===== src/rtl/mem_defs.sv =====
// Shared encodings for the memory stage: funct3 sizes, FSM states, strobe bases.
// Pure definitions plus a combinational legality helper; no latency or backpressure.
package mem_defs;

  localparam logic [2:0] SZ_B  = 3'b000;
  localparam logic [2:0] SZ_H  = 3'b001;
  localparam logic [2:0] SZ_W  = 3'b010;
  localparam logic [2:0] SZ_BU = 3'b100;
  localparam logic [2:0] SZ_HU = 3'b101;

  typedef enum logic [1:0] {
    ST_IDLE = 2'd0,
    ST_BUSY = 2'd1,
    ST_DONE = 2'd2
  } state_t;

  localparam logic [3:0] STRB_B = 4'b0001;
  localparam logic [3:0] STRB_H = 4'b0011;
  localparam logic [3:0] STRB_W = 4'b1111;

  function automatic logic access_legal(input logic       is_store,
                                        input logic [2:0] size,
                                        input logic [1:0] lo);
    logic ok;
    ok = 1'b0;
    case (size)
      SZ_B, SZ_BU: ok = 1'b1;
      SZ_H, SZ_HU: ok = ~lo[0];
      SZ_W:        ok = (lo == 2'b00);
      default:     ok = 1'b0;
    endcase
    // Unsigned variants only exist for loads.
    if (is_store && size[2]) ok = 1'b0;
    return ok;
  endfunction

endpackage


===== src/rtl/mem_access_unit_load_formatter.sv =====
// Load lane select with sign/zero extension; purely combinational, 0 cycles.
// No handshake: output follows the bus word, size and lane directly.
module load_formatter
  import mem_defs::*;
(
  input  logic [31:0] rdata,
  input  logic [2:0]  size,
  input  logic [1:0]  lane,
  output logic [31:0] data
);

  logic [7:0]  byte_sel;
  logic [15:0] half_sel;

  always_comb begin
    byte_sel = rdata[{lane, 3'b000} +: 8];
    half_sel = lane[1] ? rdata[31:16] : rdata[15:0];
    case (size)
      SZ_B:    data = {{24{byte_sel[7]}}, byte_sel};
      SZ_BU:   data = {24'h000000, byte_sel};
      SZ_H:    data = {{16{half_sel[15]}}, half_sel};
      SZ_HU:   data = {16'h0000, half_sel};
      default: data = rdata;
    endcase
  end

endmodule


===== src/rtl/mem_access_unit.sv =====
// MEM-stage load/store unit: req/ack data bus access, min 3 cycles (IDLE, BUSY.., DONE).
// Stalls the pipeline while the bus is outstanding; aborts after TIMEOUT_CYCLES without ack.
module mem_access_unit
  import mem_defs::*;
#(
  parameter int TIMEOUT_CYCLES = 255
) (
  input  logic        clk,
  input  logic        rst_n,
  input  logic        MEMMemRead,
  input  logic        MEMMemWrite,
  input  logic [2:0]  MEMMemSize,
  input  logic [31:0] MEMAluResult,
  input  logic [31:0] MEMStoreData,
  output logic        BusReq,
  output logic        BusWe,
  output logic [31:0] BusAddr,
  output logic [31:0] BusWdata,
  output logic [3:0]  BusWstrb,
  input  logic [31:0] BusRdata,
  input  logic        BusAck,
  output logic [31:0] MEMDramData,
  output logic        MemStall,
  output logic        AccessFault
);

  localparam int CW = $clog2(TIMEOUT_CYCLES + 1);
  localparam logic [CW-1:0] CNT_LAST = CW'(TIMEOUT_CYCLES - 1);

  state_t        state_q, state_d;
  logic [CW-1:0] cnt_q, cnt_d;
  logic          req_q, req_d;
  logic          we_q, we_d;
  logic [29:0]   waddr_q, waddr_d;
  logic [1:0]    lane_q, lane_d;
  logic [2:0]    size_q, size_d;
  logic [31:0]   wdata_q, wdata_d;
  logic [3:0]    strb_q, strb_d;
  logic [31:0]   data_q, data_d;
  logic          fault_q, fault_d;

  logic          access;
  logic          legal;
  logic [31:0]   st_wdata;
  logic [3:0]    st_strb;
  logic [31:0]   ld_data;

  load_formatter u_fmt (
    .rdata (BusRdata),
    .size  (size_q),
    .lane  (lane_q),
    .data  (ld_data)
  );

  // Gating with rst_n keeps the combinational stall/fault low while reset is held.
  assign access = (MEMMemRead | MEMMemWrite) & rst_n;
  assign legal  = access_legal(MEMMemWrite, MEMMemSize, MEMAluResult[1:0]);

  always_comb begin
    case (MEMMemSize[1:0])
      2'b00: begin
        st_wdata = {4{MEMStoreData[7:0]}};
        st_strb  = STRB_B << MEMAluResult[1:0];
      end
      2'b01: begin
        st_wdata = {2{MEMStoreData[15:0]}};
        st_strb  = STRB_H << {MEMAluResult[1], 1'b0};
      end
      default: begin
        st_wdata = MEMStoreData;
        st_strb  = STRB_W;
      end
    endcase
  end

  always_comb begin
    state_d     = state_q;
    cnt_d       = cnt_q;
    req_d       = req_q;
    we_d        = we_q;
    waddr_d     = waddr_q;
    lane_d      = lane_q;
    size_d      = size_q;
    wdata_d     = wdata_q;
    strb_d      = strb_q;
    data_d      = data_q;
    fault_d     = fault_q;
    MemStall    = 1'b0;
    AccessFault = 1'b0;
    MEMDramData = data_q;
    case (state_q)
      ST_IDLE: begin
        if (access && legal) begin
          MemStall = 1'b1;
          state_d  = ST_BUSY;
          cnt_d    = '0;
          req_d    = 1'b1;
          we_d     = MEMMemWrite;
          waddr_d  = MEMAluResult[31:2];
          lane_d   = MEMAluResult[1:0];
          size_d   = MEMMemSize;
          wdata_d  = MEMMemWrite ? st_wdata : 32'h0;
          strb_d   = MEMMemWrite ? st_strb : 4'h0;
          fault_d  = 1'b0;
        end else if (access) begin
          // Trap unit takes over; the instruction flows on without touching the bus.
          AccessFault = 1'b1;
          MEMDramData = 32'h0;
        end
      end
      ST_BUSY: begin
        MemStall = 1'b1;
        cnt_d    = cnt_q + 1'b1;
        if (BusAck) begin
          req_d   = 1'b0;
          data_d  = we_q ? 32'h0 : ld_data;
          fault_d = 1'b0;
          state_d = ST_DONE;
        end else if (cnt_q == CNT_LAST) begin
          req_d   = 1'b0;
          data_d  = 32'h0;
          fault_d = 1'b1;
          state_d = ST_DONE;
        end
      end
      ST_DONE: begin
        AccessFault = fault_q;
        state_d     = ST_IDLE;
      end
      default: state_d = ST_IDLE;
    endcase
  end

  always_ff @(posedge clk or negedge rst_n) begin
    if (!rst_n) begin
      state_q <= ST_IDLE;
      cnt_q   <= '0;
      req_q   <= 1'b0;
      we_q    <= 1'b0;
      waddr_q <= '0;
      lane_q  <= '0;
      size_q  <= '0;
      wdata_q <= '0;
      strb_q  <= '0;
      data_q  <= '0;
      fault_q <= 1'b0;
    end else begin
      state_q <= state_d;
      cnt_q   <= cnt_d;
      req_q   <= req_d;
      we_q    <= we_d;
      waddr_q <= waddr_d;
      lane_q  <= lane_d;
      size_q  <= size_d;
      wdata_q <= wdata_d;
      strb_q  <= strb_d;
      data_q  <= data_d;
      fault_q <= fault_d;
    end
  end

  assign BusReq   = req_q;
  assign BusWe    = we_q;
  assign BusAddr  = {waddr_q, 2'b00};
  assign BusWdata = wdata_q;
  assign BusWstrb = strb_q;

endmodule


===== config.mk =====
export PLATFORM = sky130hd
export DESIGN_NAME = mem_access_unit
export DESIGN_NICKNAME = d
export VERILOG_FILES = /design/src/rtl/mem_defs.sv /design/src/rtl/mem_access_unit_load_formatter.sv /design/src/rtl/mem_access_unit.sv
export SDC_FILE = /design/constraint.sdc
export NUM_CORES = 1
export LEC_CHECK = 0
export CAP_MARGIN = 15
export CELL_PAD_IN_SITES_DETAIL_PLACEMENT = 1
export CELL_PAD_IN_SITES_GLOBAL_PLACEMENT = 1
export CORE_MARGIN = 2
export CORE_UTILIZATION = 43
export CTS_CLUSTER_SIZE = 12
export DETAILED_ROUTE_END_ITERATION = 7
export DONT_BUFFER_PORTS = 1
export PLACE_DENSITY_LB_ADDON = 0.1
export SLEW_MARGIN = 20
export SYNTH_ARGS = -nofsm -noshare
export SYNTH_HDL_FRONTEND = slang
export SYNTH_SLANG_ARGS = --single-unit

===== constraint.sdc =====
create_clock -name clk -period 1.79 [get_ports clk]
set_input_delay 0.179 -clock clk [delete_from_list [all_inputs] [get_ports clk]]
set_output_delay 0.179 -clock clk [all_outputs]
set_load 0.02 [all_outputs]

==> reports/metrics.cfg <==
[outcome]
violations=negative hold slack
status=finished, violations left

[routing]
vias_per_cell=5.70
drc_errors=0
ant_nets=0
post_drt_wl_per_cell_um=23.1
first_pass_iters=4
drtIter0Drc=296
routed_wl_um=19100
vias=4706

[setup_path]
arrival_ns=2.08
reg2reg_setup_slack_ns=0.008
required_ns=2.09
worst_setup_path_start_kind=flop
endpoint_kind=flop
critical_path.max_fanout=8
r2r_cells=7
r2r_start=cnt_q[0]$_DFFE_PN0P_
timing.rr.end=data_q[24]$_DFFE_PN0P_
crit_type=flop to flop

[synth]
synth_top_family_by_area=multiplexers
syn_area_mm2=0.00575
synthAdderAreaFrac=0.00435
ys_seq_area_frac=0.505
synthSimpleGateAreaFrac=0.136
avgSynthCellArea_um2=10.6
yosys_warnings=0
synth-xor-area-share=0
syn-instance-count=541
synth-compound-area-share=0.154
synthMuxAreaShare=0.159
yosysUniqueCellTypes=45
ys_ff_latch=116

[floorplanning]
die_h_um=120
start_util=0.438
ios=208
die_area_mm2=0.0143
core.rowCount=42
core_mm2=0.0131
die_x_um=120

[cells_and_area]
fin_area_mm2=0.00789
antenna_cells=0
n_fill_cell=1355
final-seq-area_mm2=0.00290
final_layout_size_suffix_gt1_frac=0.270
final_net_count=742
syn_to_final_growth_pct=37.1
multiInputGateArea_mm2=0.00277
layout.cells.most_common=dfrtp_1
instances_no_fill=825
final_cell_mix=dfrtp_1 (115), nand2_1 (91), dlygate4sd3_1 (67)

[power_and_ir_drop]
p_switching_mw=4.02
p_comb_frac=0.278
vdd_drop_max_mv=0.837
seq_power_share=0.396
p_sw_frac=0.342
p_clk_frac=0.326
total_power_mw=11.7
p_int_mw=7.73
cellPowerDensity_mw_per_mm2=1490
p_leak_nw=3.64

[place]
gp_congestion=0.811
dp_slack_ns=-0.127
place_inst=700
place_area_mm2=0.00603
portBuffers=0
dp_hpwl_um=11000

[timing]
finalSetupViolCount=0
hold_viol=116
min_period_ns=1.78
drv_slew=0
hold-worst-slack_ns=-0.545
finClkSkew_ns=0.00669
fmax_mhz=561
rsz0062_at_grt=yes
timing.final.ws_setup_ns=0.00820
finalCritPeriodShare=0.995

[global_route]
grt_use_total=0.265
grt_overflow_total=0
grt_pass1_vias=5203
grt_start_max_net_pins=119
grt_antenna_before_repair=0
grt_util_met1=0.294
use_met2=0.469
grt.busiest_layer=met2
met3_usage=0.103
grt_pass1_wl_um=29100

[cts]
cts_num_sinks=116
cts.reportedPaths.clkPinSlew_ns=0.06
worst_skew_pair.late_latency_ns=0.42
cts_root_buf=clkbuf_16
cts_hold_buf=68
cts_buffers=17
cts_htree_levels=4
clockBufferDepth=2
cts_tree=built

[worst_hold_path]
hp-class=input pin to asynchronous set/reset pin

[run]
maxCapViolCount=0

## through the flow
stage | utilization | setup TNS, ns
after floorplan | - | 0
after global placement | 0.459 | -0.0773
after detailed placement | 0.459 | -1.90
after CTS | 0.582 | -0.0185
after global routing | 0.600 | -1.84
final | 0.600 | 0
## power by group through the flow
stage	registers, mW	logic, mW	clock network (mW)
after global routing	4.76	3.51	3.99
after floorplan	4.43	2.12	0
final	4.66	3.27	3.83
after CTS	4.63	3.05	3.88
after global placement	4.61	2.51	0
after detailed placement	4.63	2.61	0
## layout make-up
cell class / instances / area share
clock buffers: 18 / 0.0557
repair buffers: 116 / 0.164
multi-input cells: 377 / 0.352
flip-flops and latches: 116 / 0.368
clock inverters: 14 / 0.0284
inverters: 8 / 0.00381
well taps: 176 / 0.0279
## cell usage after synthesis, drive strengths merged
| cell type | n | share of area |
|---|---|---|
| ha | 2 | 0.0043 |
| o21ai | 63 | 0.055 |
| nand2b | 4 | 0.0043 |
| buf | 19 | 0.022 |
| nor2 | 7 | 0.0046 |
| inv | 8 | 0.0052 |
| conb | 1 | 0.00065 |
| o2111ai | 1 | 0.0015 |
| nand2 | 93 | 0.061 |
| a22oi | 2 | 0.0026 |
| mux2 | 53 | 0.12 |
| a22o | 9 | 0.014 |
| a21o | 1 | 0.0013 |
| a221oi | 2 | 0.0030 |
| a21boi | 1 | 0.0013 |
| dfrtp | 116 | 0.50 |
| a211oi | 1 | 0.0013 |
| and4 | 1 | 0.0015 |
| nor3b | 1 | 0.0013 |
| and3 | 1 | 0.0011 |
| o211ai | 1 | 0.0013 |
| o31ai | 1 | 0.0013 |
| mux4 | 1 | 0.0039 |
| nand4 | 3 | 0.0033 |
| mux2i | 18 | 0.031 |
| o2111a | 1 | 0.0020 |
| a21oi | 10 | 0.0087 |
| o22ai | 9 | 0.0098 |
| or2 | 1 | 0.0011 |
| nor2b | 4 | 0.0043 |
| clkbuf | 22 | 0.014 |
| a221o | 16 | 0.028 |
| nor3 | 2 | 0.0017 |
| nand3 | 9 | 0.0078 |
| a2bb2oi | 8 | 0.012 |
| a31oi | 2 | 0.0022 |
| nor4 | 1 | 0.0011 |
| or3 | 7 | 0.0076 |
| and2 | 33 | 0.036 |
| o2bb2ai | 6 | 0.0091 |
## kinds of logic after synthesis
group | count (synthesis)
muxes | 72
other | 1
buffers and inverters | 49
and+or+nand+nor | 167
adders and majority gates | 2
DFF | 116
AOI/OAI and AO/OA | 134
## routing by layer
metal / up-vias / routed length, µm
li1: 2108 / -
met1: 2401 / 7000
met2: 166 / 10100
met3: 31 / 1620
met4: 0 / 375
met5: - / 0
## critical path, cell delays in order (launching register included)
cell and delay, ns:
dfrtp_1 0.39, inv_2 0.10, ha_4 0.12, and4_1 0.20
a21o_1 0.19, nand2_4 0.14, clkbuf_16 0.21, a221o_1 0.31
## worst max path at each step
stage / from / slack (ns) / cells after the start / end
final: cnt_q[0]$_DFFE_PN0P_ / 0.008 / 7 / data_q[24]$_DFFE_PN0P_
after global routing: state_q[1]$_DFFE_PN0P_ / -0.09 / 5 / data_q[12]$_DFFE_PN0P_
after CTS: state_q[1]$_DFFE_PN0P_ / -0.02 / 6 / MemStall
after detailed placement: state_q[0]$_DFFE_PN0P_ / -0.13 / 4 / data_q[20]$_DFFE_PN0P_
after floorplan: cnt_q[0]$_DFFE_PN0P_ / 0.07 / 7 / data_q[28]$_DFFE_PN0P_
after global placement: state_q[1]$_DFFE_PN0P_ / -0.008 / 4 / data_q[25]$_DFFE_PN0P_
## state kept, by name (all words and copies together), names as in the netlist
signal / cells
BusReq: 1
waddr_q: 30
data_q: 32
state_q: 2
BusWdata: 32
BusWstrb: 4
cnt_q: 8
fault_q: 1
size_q: 3
BusWe: 1
lane_q: 2
## repair_timing
item | CTS | global route
buffers inserted | 8 | 9
hold endpoints to repair | 211 | 116
endpoints found under the setup margin | 50 | 51
pin swaps | 4 | 22
gates resized for setup | 63 | 23
cloned | 4 | 4
No activity file was read; power rests on OpenSTA's default activity.
